--- src/rtl/control_unit_pkg.sv ---
// control_unit_pkg: opcodes, state/FunSel/mux/ALU codes and idle pattern; CTRL_STACK_EN enables PUSH/POP
package control_unit_pkg;
  typedef enum logic [2:0] {S_RESET, S_T0, S_T1, S_T2, S_T3, S_HALT} state_t;
  localparam logic [3:0] OP_LD = 4'h0, OP_ST = 4'h1, OP_LDI = 4'h2, OP_ADD = 4'h3;
  localparam logic [3:0] OP_SUB = 4'h4, OP_AND = 4'h5, OP_INC = 4'h6, OP_DEC = 4'h7;
  localparam logic [3:0] OP_BRA = 4'h8, OP_BEQ = 4'h9, OP_PUSH = 4'hA, OP_POP = 4'hB, OP_HLT = 4'hF;
  localparam logic [1:0] FS_DEC = 2'b00, FS_INC = 2'b01, FS_LOAD = 2'b10, FS_CLR = 2'b11;
  localparam logic [1:0] MUXA_IMM = 2'b00, MUXA_MEM = 2'b01, MUXA_ALU = 2'b11, MUXB_IMM = 2'b01;
  localparam logic [1:0] DSEL_PC = 2'b00, DSEL_AR = 2'b10, DSEL_SP = 2'b11;
  localparam logic [3:0] ALU_PASSA = 4'b0000, ALU_ADD = 4'b0100, ALU_SUB = 4'b0110, ALU_AND = 4'b0111;
  localparam logic [3:0] RF_NONE = 4'b1111;
  localparam logic [2:0] ARF_NONE = 3'b111, ARF_PC = 3'b110, ARF_AR = 3'b101, ARF_SP = 3'b011;
  // Active-low one-hot register enable for Rn.
  function automatic logic [3:0] rf_sel(input logic [1:0] rn);
    return ~(4'b0001 << rn);
  endfunction
  function automatic logic [3:0] alu_code(input logic [3:0] op);
    return op == OP_ADD ? ALU_ADD : op == OP_SUB ? ALU_SUB : ALU_AND;
  endfunction
  // Opcodes that need T3 before returning to fetch.
  function automatic logic is_long(input logic [3:0] op);
    logic l;
    l = op inside {OP_LD, OP_ST, OP_ADD, OP_SUB, OP_AND};
`ifdef CTRL_STACK_EN
    l = l || op inside {OP_PUSH, OP_POP};
`endif
    return l;
  endfunction
endpackage

--- src/rtl/control_unit_seq.sv ---
// ctrl_seq: T-state register with sync reset, HALT latch and next-state logic; CTRL_STACK_EN lengthens PUSH/POP
module ctrl_seq
  import control_unit_pkg::*;
(
  input  logic       i_clk,
  input  logic       i_rst,
  input  logic [3:0] i_opcode,
  output state_t     o_state
);
  state_t r_state, w_next;
  // State register; reset wins over everything, HALT only exits through it.
  always_ff @(posedge i_clk)
    r_state <= i_rst ? S_RESET : w_next;
  // Fetch twice, execute one or two T-states, then back to T0 without a gap.
  always_comb
    w_next = r_state == S_RESET ? S_T0 :
             r_state == S_T0    ? S_T1 :
             r_state == S_T1    ? S_T2 :
             r_state == S_T2    ? (i_opcode == OP_HLT ? S_HALT : is_long(i_opcode) ? S_T3 : S_T0) :
             r_state == S_T3    ? S_T0 : S_HALT;
  assign o_state = r_state;
endmodule

--- src/rtl/control_unit.sv ---
// control_unit: hardwired fetch/decode/execute controller for ALUSystem; CTRL_STACK_EN enables PUSH/POP
module control_unit
  import control_unit_pkg::*;
#(
  parameter logic [7:0] MEM_INIT_PC = 8'h00
) (
  input  logic        CLK,
  input  logic        Reset,
  input  logic [15:0] IROut,
  input  logic [3:0]  ALU_Flag,
  output logic [1:0]  RF_OutASel,
  output logic [1:0]  RF_OutBSel,
  output logic [1:0]  RF_FunSel,
  output logic [3:0]  RF_RegSel,
  output logic [3:0]  ALU_FunSel,
  output logic [1:0]  ARF_OutCSel,
  output logic [1:0]  ARF_OutDSel,
  output logic [1:0]  ARF_FunSel,
  output logic [2:0]  ARF_RegSel,
  output logic        IR_LH,
  output logic        IR_Enable,
  output logic [1:0]  IR_Funsel,
  output logic        Mem_WR,
  output logic        Mem_CS,
  output logic [1:0]  MuxASel,
  output logic [1:0]  MuxBSel,
  output logic        MuxCSel,
  output logic        Halt
);
  state_t w_state;
  logic [3:0] w_op;
  logic [1:0] w_rn, w_rs;
  logic w_unused;
  assign w_op = IROut[15:12];
  assign w_rn = IROut[11:10];
  assign w_rs = IROut[1:0];
  assign w_unused = &{1'b0, IROut[9:2], ALU_Flag[3:1]};
  ctrl_seq u_seq (.i_clk(CLK), .i_rst(Reset), .i_opcode(w_op), .o_state(w_state));
  // Output decode: idle pattern first, then per-state/opcode overrides.
  always_comb begin
    RF_OutASel = 2'b00;
    RF_OutBSel = 2'b00;
    RF_FunSel = FS_LOAD;
    RF_RegSel = RF_NONE;
    ALU_FunSel = ALU_PASSA;
    ARF_OutCSel = 2'b00;
    ARF_OutDSel = DSEL_PC;
    ARF_FunSel = FS_LOAD;
    ARF_RegSel = ARF_NONE;
    IR_LH = 1'b0;
    IR_Enable = 1'b0;
    IR_Funsel = FS_LOAD;
    Mem_WR = 1'b0;
    Mem_CS = 1'b1;
    MuxASel = 2'b00;
    MuxBSel = 2'b00;
    MuxCSel = 1'b0;
    Halt = 1'b0;
    case (w_state)
      S_RESET: begin
        RF_RegSel = 4'b0000;
        RF_FunSel = FS_CLR;
        ARF_RegSel = 3'b000;
        ARF_FunSel = MEM_INIT_PC == 8'h00 ? FS_CLR : FS_LOAD;
        MuxBSel = MEM_INIT_PC == 8'h00 ? 2'b00 : MUXB_IMM;
      end
      S_T0, S_T1: begin
        Mem_CS = 1'b0;
        IR_Enable = 1'b1;
        IR_LH = w_state == S_T1;
        ARF_RegSel = ARF_PC;
        ARF_FunSel = FS_INC;
      end
      S_T2:
        case (w_op)
          OP_LD, OP_ST: begin
            MuxBSel = MUXB_IMM;
            ARF_RegSel = ARF_AR;
          end
          OP_LDI: RF_RegSel = rf_sel(w_rn);
          OP_ADD, OP_SUB, OP_AND: begin
            RF_OutASel = w_rn;
            RF_OutBSel = w_rs;
            MuxCSel = 1'b1;
            ALU_FunSel = alu_code(w_op);
          end
          OP_INC, OP_DEC: begin
            RF_RegSel = rf_sel(w_rn);
            RF_FunSel = w_op == OP_INC ? FS_INC : FS_DEC;
          end
          OP_BRA, OP_BEQ:
            if (w_op == OP_BRA || ALU_Flag[0]) begin
              MuxBSel = MUXB_IMM;
              ARF_RegSel = ARF_PC;
            end
`ifdef CTRL_STACK_EN
          OP_PUSH: begin
            RF_OutASel = w_rn;
            MuxCSel = 1'b1;
            ARF_OutDSel = DSEL_SP;
            Mem_CS = 1'b0;
            Mem_WR = 1'b1;
          end
          OP_POP: begin
            ARF_RegSel = ARF_SP;
            ARF_FunSel = FS_INC;
          end
`endif
          default: ;
        endcase
      S_T3:
        case (w_op)
          OP_LD: begin
            ARF_OutDSel = DSEL_AR;
            Mem_CS = 1'b0;
            MuxASel = MUXA_MEM;
            RF_RegSel = rf_sel(w_rn);
          end
          OP_ST: begin
            RF_OutASel = w_rn;
            MuxCSel = 1'b1;
            ARF_OutDSel = DSEL_AR;
            Mem_CS = 1'b0;
            Mem_WR = 1'b1;
          end
          OP_ADD, OP_SUB, OP_AND: begin
            RF_OutASel = w_rn;
            RF_OutBSel = w_rs;
            MuxCSel = 1'b1;
            ALU_FunSel = alu_code(w_op);
            MuxASel = MUXA_ALU;
            RF_RegSel = rf_sel(w_rn);
          end
`ifdef CTRL_STACK_EN
          OP_PUSH: begin
            ARF_RegSel = ARF_SP;
            ARF_FunSel = FS_DEC;
          end
          OP_POP: begin
            ARF_OutDSel = DSEL_SP;
            Mem_CS = 1'b0;
            MuxASel = MUXA_MEM;
            RF_RegSel = rf_sel(w_rn);
          end
`endif
          default: ;
        endcase
      S_HALT: Halt = 1'b1;
      default: ;
    endcase
  end
endmodule

--- config.mk ---
export PLATFORM = sky130hd
export DESIGN_NAME = control_unit
export DESIGN_NICKNAME = d
export VERILOG_FILES = /design/src/rtl/control_unit_pkg.sv /design/src/rtl/control_unit_seq.sv /design/src/rtl/control_unit.sv
export SDC_FILE = /design/constraint.sdc
export NUM_CORES = 1
export LEC_CHECK = 0
export BUFFER_PORTS_ARGS = -buffer_cell sky130_fd_sc_hd__buf_2
export CAP_MARGIN = 10
export CORE_MARGIN = 1.5
export CORE_UTILIZATION = 38
export CTS_BUF_LIST = sky130_fd_sc_hd__clkbuf_4
export CTS_CLUSTER_DIAMETER = 150
export CTS_CLUSTER_SIZE = 8
export DETAILED_ROUTE_END_ITERATION = 12
export PLACE_DENSITY = 0.82
export REMOVE_ABC_BUFFERS = 1
export SETUP_SLACK_MARGIN = 0.3
export SLEW_MARGIN = 20
export SYNTH_ARGS = -nofsm -noshare
export SYNTH_HDL_FRONTEND = slang
export SYNTH_SLANG_ARGS = --single-unit
--- constraint.sdc ---
create_clock -name CLK -period 1.8 [get_ports CLK]
set_clock_uncertainty 0.05 [all_clocks]
set_input_delay 0.18 -clock CLK [delete_from_list [all_inputs] [get_ports CLK]]
set_output_delay 0.18 -clock CLK [all_outputs]
set_load 0.1 [all_outputs]
==> results of run 1 <==
-- through the flow --
stage | area, um2 | worst slack, ns | hold slack [ns] | std cells
global placement | 1130 | 0.0769 | 0.331 | 145
floorplan | 534 | -2.15 | 0.199 | 83
detailed placement | 1130 | 0.0195 | 0.343 | 145
CTS | 1460 | -0.0853 | 0.0721 | 159
-- cell usage after synthesis (2+ instances only) --
| library cell | number |
|---|---|
| sky130_fd_sc_hd__nor2_1 | 9 |
| sky130_fd_sc_hd__buf_4 | 7 |
| sky130_fd_sc_hd__a21oi_1 | 6 |
| sky130_fd_sc_hd__o21ai_0 | 6 |
| sky130_fd_sc_hd__nor2b_1 | 5 |
| sky130_fd_sc_hd__and3_1 | 4 |
| sky130_fd_sc_hd__inv_1 | 4 |
| sky130_fd_sc_hd__nand2_1 | 4 |
| sky130_fd_sc_hd__nor3_1 | 4 |
| sky130_fd_sc_hd__and2_1 | 3 |
| sky130_fd_sc_hd__dfxtp_1 | 3 |
| sky130_fd_sc_hd__nand2b_1 | 3 |
| sky130_fd_sc_hd__nor3b_1 | 3 |
| sky130_fd_sc_hd__clkbuf_8 | 2 |
| sky130_fd_sc_hd__conb_1 | 2 |
| sky130_fd_sc_hd__mux2i_1 | 2 |
| sky130_fd_sc_hd__nor4_1 | 2 |
-- repair_timing --
item                       4_1_cts
pin swaps                       10
resized for setup               58
gates cloned                     0
setup endpoints to repair       28
buffers inserted                10
-- cell families after synthesis --
kind of cell / after synthesis
buffers and inverters: 16
XOR/XNOR: 1
flip-flops: 3
other: 2
AO/OA/AOI/OAI: 17
AND/OR/NAND/NOR: 49
multiplexers: 2
==> reports/summary.md, run 1 <==
- 3 — number of CTS-inserted buffers
- 0 — Synth async-reset ratio
- 90 — number of instances in the synthesized netlist
- 0.169 — compound-cell area share of the yosys netlist
- 57 — count of pins on the block boundary
- output port — worst endpoint type
- global routing (5_1_grt) — failing step
- 0.0976 — Seq/Total Area, Yosys
- sky130_fd_sc_hd__dfxtp_1 — area leader, netlist
- 0 — adder and majority cell fraction of the synthesized area
- 3 — register bit total from synthesis
- 2 — maximum buffer depth of the clock tree
- 0.0325 — mux cell area share after synthesis
- 6.84 um2 — synthesized area per cell
- 1550 um — Detailed Place HPWL
- sky130_fd_sc_hd__clkbuf_4 — Root Buffer
- simple AND/OR/NAND/NOR gates — main combinational cell family by area after synthesis
- 0.0976 — fraction of post-synthesis cell area in the top cell type by area
- 0.0142 — xor/xnor cell area share of the yosys netlist
- RF_OutASel[1] — Worst Endpoint after GRT Repair
- 0.488 — simple-gate portion of the synthesized area
- 1 — number of levels in the clock H-tree
- 0 — count of flip-flops with a built-in enable after synthesis
- 616 um2 — netlist area before placement
- 43.3 um — Die X-Extent
- 3 — CTS sink cnt
- stopped before the end — status
- 0.854 — global placement routability congestion
- 0 — cts hold-fix bufs
- 0.409 — initial standard-cell utilization of the core
- 38 — distinct cell type count after synthesis
- 0 — Syn. warnings
- sky130_fd_sc_hd__dfxtp_1 — ys flop type
- 38 — IO Port Bufs
- sky130_fd_sc_hd__dfxtp_1 (9.8%), sky130_fd_sc_hd__buf_4 (8.5%), sky130_fd_sc_hd__nor2_1 (5.5%) — top post-synthesis cells by area
- 17 — maximum number of pins on one net before global-route repair
- [ERROR DPL-0038] Utilization greater than 100%, impossible to legalize — first reported error
- 14 — standard-cell rows
- 43.3 um — y dimension of the die
==> inputs of run 2 (changes only) <==
--- a/config.mk
+++ b/config.mk
@@ -7,15 +7,11 @@
 export LEC_CHECK = 0
 export BUFFER_PORTS_ARGS = -buffer_cell sky130_fd_sc_hd__buf_2
 export CAP_MARGIN = 10
-export CORE_MARGIN = 1.5
-export CORE_UTILIZATION = 38
-export CTS_BUF_LIST = sky130_fd_sc_hd__clkbuf_4
-export CTS_CLUSTER_DIAMETER = 150
-export CTS_CLUSTER_SIZE = 8
+export CORE_AREA = 2 2 63 65
 export DETAILED_ROUTE_END_ITERATION = 12
-export PLACE_DENSITY = 0.82
+export DIE_AREA = 0 0 65 67
+export PLACE_DENSITY_LB_ADDON = 0.15
 export REMOVE_ABC_BUFFERS = 1
-export SETUP_SLACK_MARGIN = 0.3
 export SLEW_MARGIN = 20
 export SYNTH_ARGS = -nofsm -noshare
 export SYNTH_HDL_FRONTEND = slang
==> run 2 against run 1 <==
Effect of this change: the flow now finishes, with violations (setup timing); synthesized area did not move; synthesized cell count did not move.
==> reports/summary.md, run 2 <==
- sky130_fd_sc_hd__or3b_4 — critical path's slowest cell
- finished with violations — status
- 809 — vias in the first global route
- 0 — post-route antenna net violation count
- 0 — antenna violations before repair
- 534 MHz — top achievable clock speed
- 366 — fill count
- 3 — number of iterations in the first detailed-routing pass
- 3 — number of CTS-inserted buffers, unchanged
- 4 — count of cells along the worst register-to-register path
- 0.0976 — Seq/Total Area, Yosys, unchanged
- in -> reg — HP Class
- 6.84 um2 — synthesized area per cell, unchanged
- 0.000610 uW — leakage power of the design
- true — setup repair after global routing missed its margin
- 0.589 — layout cells sized above 1
- 22 — standard-cell rows, +8
- 177 — placed cell count, +22%
- 1400 um2 — cell area after layout
- 189 — final non-filler cell total
- sky130_fd_sc_hd__buf_12 — commonest non-fill, non-tap cell in the layout
- 0.44 ns — highest cell delay on the worst timing path
- reg -> out — type of the worst setup path
- 0.770 — fraction of power consumed by combinational cells
- 11.5 um — detailed-route wire length per cell
- 0 — Synth async-reset ratio, unchanged
- 38 — distinct cell type count after synthesis, unchanged
- 38 — IO Port Bufs, unchanged
- 1.57 ns — WP data required
- 0.585 — switching part of the total
- flip-flop — nature of the critical path startpoint
- 0 — count of flip-flops with a built-in enable after synthesis, unchanged
- 6 — Max Fanout on Critical Path
- 1.64 ns — critical path arrival
- 2180 um — final wirelength
- 0.03 ns — clock-pin slew reported for the worst setup and hold paths after clock tree synthesis
- sky130_fd_sc_hd__nor2_1 (9), sky130_fd_sc_hd__buf_4 (7), sky130_fd_sc_hd__a21oi_1 (6), sky130_fd_sc_hd__o21ai_0 (6), sky130_fd_sc_hd__nor2b_1 (5) — Post-synth top cells
- sky130_fd_sc_hd__clkbuf_8 — Root Buffer
- 0.070 — sequential share of power
- 616 um2 — netlist area before placement, unchanged
- 164 — # nets final
- 3 — CTS sink cnt, unchanged
- 0 — sum of overflow across all layers after global routing
- 714 uW — net switching power
- 1 — number of levels in the clock H-tree, unchanged
- sky130_fd_sc_hd__dfxtp_1 (9.8%), sky130_fd_sc_hd__buf_4 (8.5%), sky130_fd_sc_hd__nor2_1 (5.5%) — top post-synthesis cells by area
- sky130_fd_sc_hd__dfxtp_1 — area leader, netlist
- 507 uW — cell internal pwr
- 2 — maximum buffer depth of the clock tree, unchanged
- 274 uV — maximum vdd ir drop
- 0 — Syn. warnings, unchanged
- 0 — number of max-slew violations in the final report
- 8 — setup-violating endpoint count in the final report
- 3610 um2 — area of the core region
- 128% — relative area change from synthesis to final layout
- 0.0976 — fraction of post-synthesis cell area in the top cell type by area, unchanged
- 790 — vias
- 1220 uW — total power
- 0 — number of diodes added for antenna fixing
- 3690 um — first-pass GRT wire length
- 0.111 ns — Min Hold Slack
- sky130_fd_sc_hd__buf_12 (23), sky130_fd_sc_hd__buf_2 (14), sky130_fd_sc_hd__buf_4 (14), sky130_fd_sc_hd__nor2_1 (7), sky130_fd_sc_hd__conb_1 (7) — top library cells by usage in the layout, fill and taps aside
- built — clock tree from TritonCTS
- 3 — register bit total from synthesis, unchanged
- 0 — max-cap violation count
- 0.0120 ns — Placement Setup Slack, -0.00748 ns
- sky130_fd_sc_hd__nor2_1 — most common cell in the netlist
- -0.0721 ns — crit path setup slack, layout
- setup timing — violations in the final reports
- 870 nW/um2 — power density over the cells
- 0.106 — Total Routing Usage GR
- 28 — First DRT Iteration DRCs
- 1190 um2 — Post-Place Cell Area, +4.9%
- 90 — number of instances in the synthesized netlist, unchanged
- 0.735 — global placement routability congestion, -14%
- 0.171 — initial standard-cell utilization of the core, -0.238
- 0 — remaining routing DRC violations
- 0 — endpoints failing hold
- sky130_fd_sc_hd__dfxtp_1 — ys flop type
- 57 — count of pins on the block boundary, unchanged
- 4360 um2 — DIE AREA
- 2 — number of cells on the worst hold path
- 17 — maximum number of pins on one net before global-route repair
- 3 — max reg flops
- output pin — Worst setup EP type
- or3b_4 > nor4_1 > nor3_2 > buf_12 — ordered cell list for the critical path
- 0.160 — part of the power in the clock network
- 0.21 ns — clock latency at the later pin of the worst-skew pair
- 65 um — Die X-Extent, +50%
- 4.18 — vias per cell
- 1.04 — Final Cycle Share
- 67 um — y dimension of the die, +55%
- 1.87 ns — shortest period the worst path allows
- 1700 um — Detailed Place HPWL, +9.7%
[run 2: worst max-delay path, delay by kind of cell (launching register included)]
family | cells | cell delay [ns]
AND/OR/NAND/NOR | 3 | 0.89
flip-flops | 1 | 0.35
buffers and inverters | 1 | 0.18
[run 2: repair_timing]
item                                    4_1_cts  5_1_grt
buffers inserted                              6        2
pin swaps                                     4        1
hold buffers                                  0        0
endpoints found under the setup margin       17       17
gates resized for setup                      23        5
[run 2: per-layer routing]
layer / vias up / global-route usage / part of all wire
met2: 21 / 0.186 / 0.51
met3: 0 / 0.0270 / 0.057
met4: 0 / 0.0160 / 0
li1: 402 / - / -
met5: - / 0 / 0
met1: 367 / 0.134 / 0.43
[run 2: cells by family (layout without fill, tap and decap cells)]
group                  Yosys count  count (layout)  share of synthesized area
buffers and inverters           16              62                      0.187
XOR/XNOR                         1               1                     0.0142
AO/OA/AOI/OAI                   17              17                      0.169
other                            2               7                     0.0122
flip-flops                       3               3                     0.0976
AND/OR/NAND/NOR                 49              49                      0.488
multiplexers                     2               2                     0.0325
[run 2: final timing paths]
| path | end | from | slack [ns] |
|---|---|---|---|
| worst min register to register | u_seq.o_state[0] | u_seq.o_state[0] | 0.55 |
| worst max register to register | u_seq.o_state[2] | u_seq.o_state[1] | 0.67 |
| worst min-delay path | u_seq.o_state[0] | Reset | 0.11 |
| worst max-delay path | RF_RegSel[1] | u_seq.o_state[1] | -0.07 |
[run 2: layout make-up]
class                      count  area (um2)  share of cell area
timing repair buffer          54         669               0.477
multi-input combinational     76         547               0.390
sequential                     3        66.3              0.0473
tap                           48        60.1              0.0428
clock buffer                   4        45.0              0.0321
inverter                       4        15.0              0.0107
[run 2: power groups by stage]
stage                     registers [uW]  logic (uW)  clock network, uW
final                               85.1         940                195
after floorplan                     87.1         584                  0
after global routing                86.9         971                207
after global placement              84.0         864                  0
after CTS                           84.7         925                201
after detailed placement            84.4         868                  0
[run 2: metrics by stage]
step	TNS (ns)	util
after floorplan	-17.40	-
after global placement	0	0.330
after detailed placement	0	0.330
after CTS	-0.356	0.379
after global routing	-1.19	0.389
final	-0.332	0.389
(Power assumes the default switching activity.)
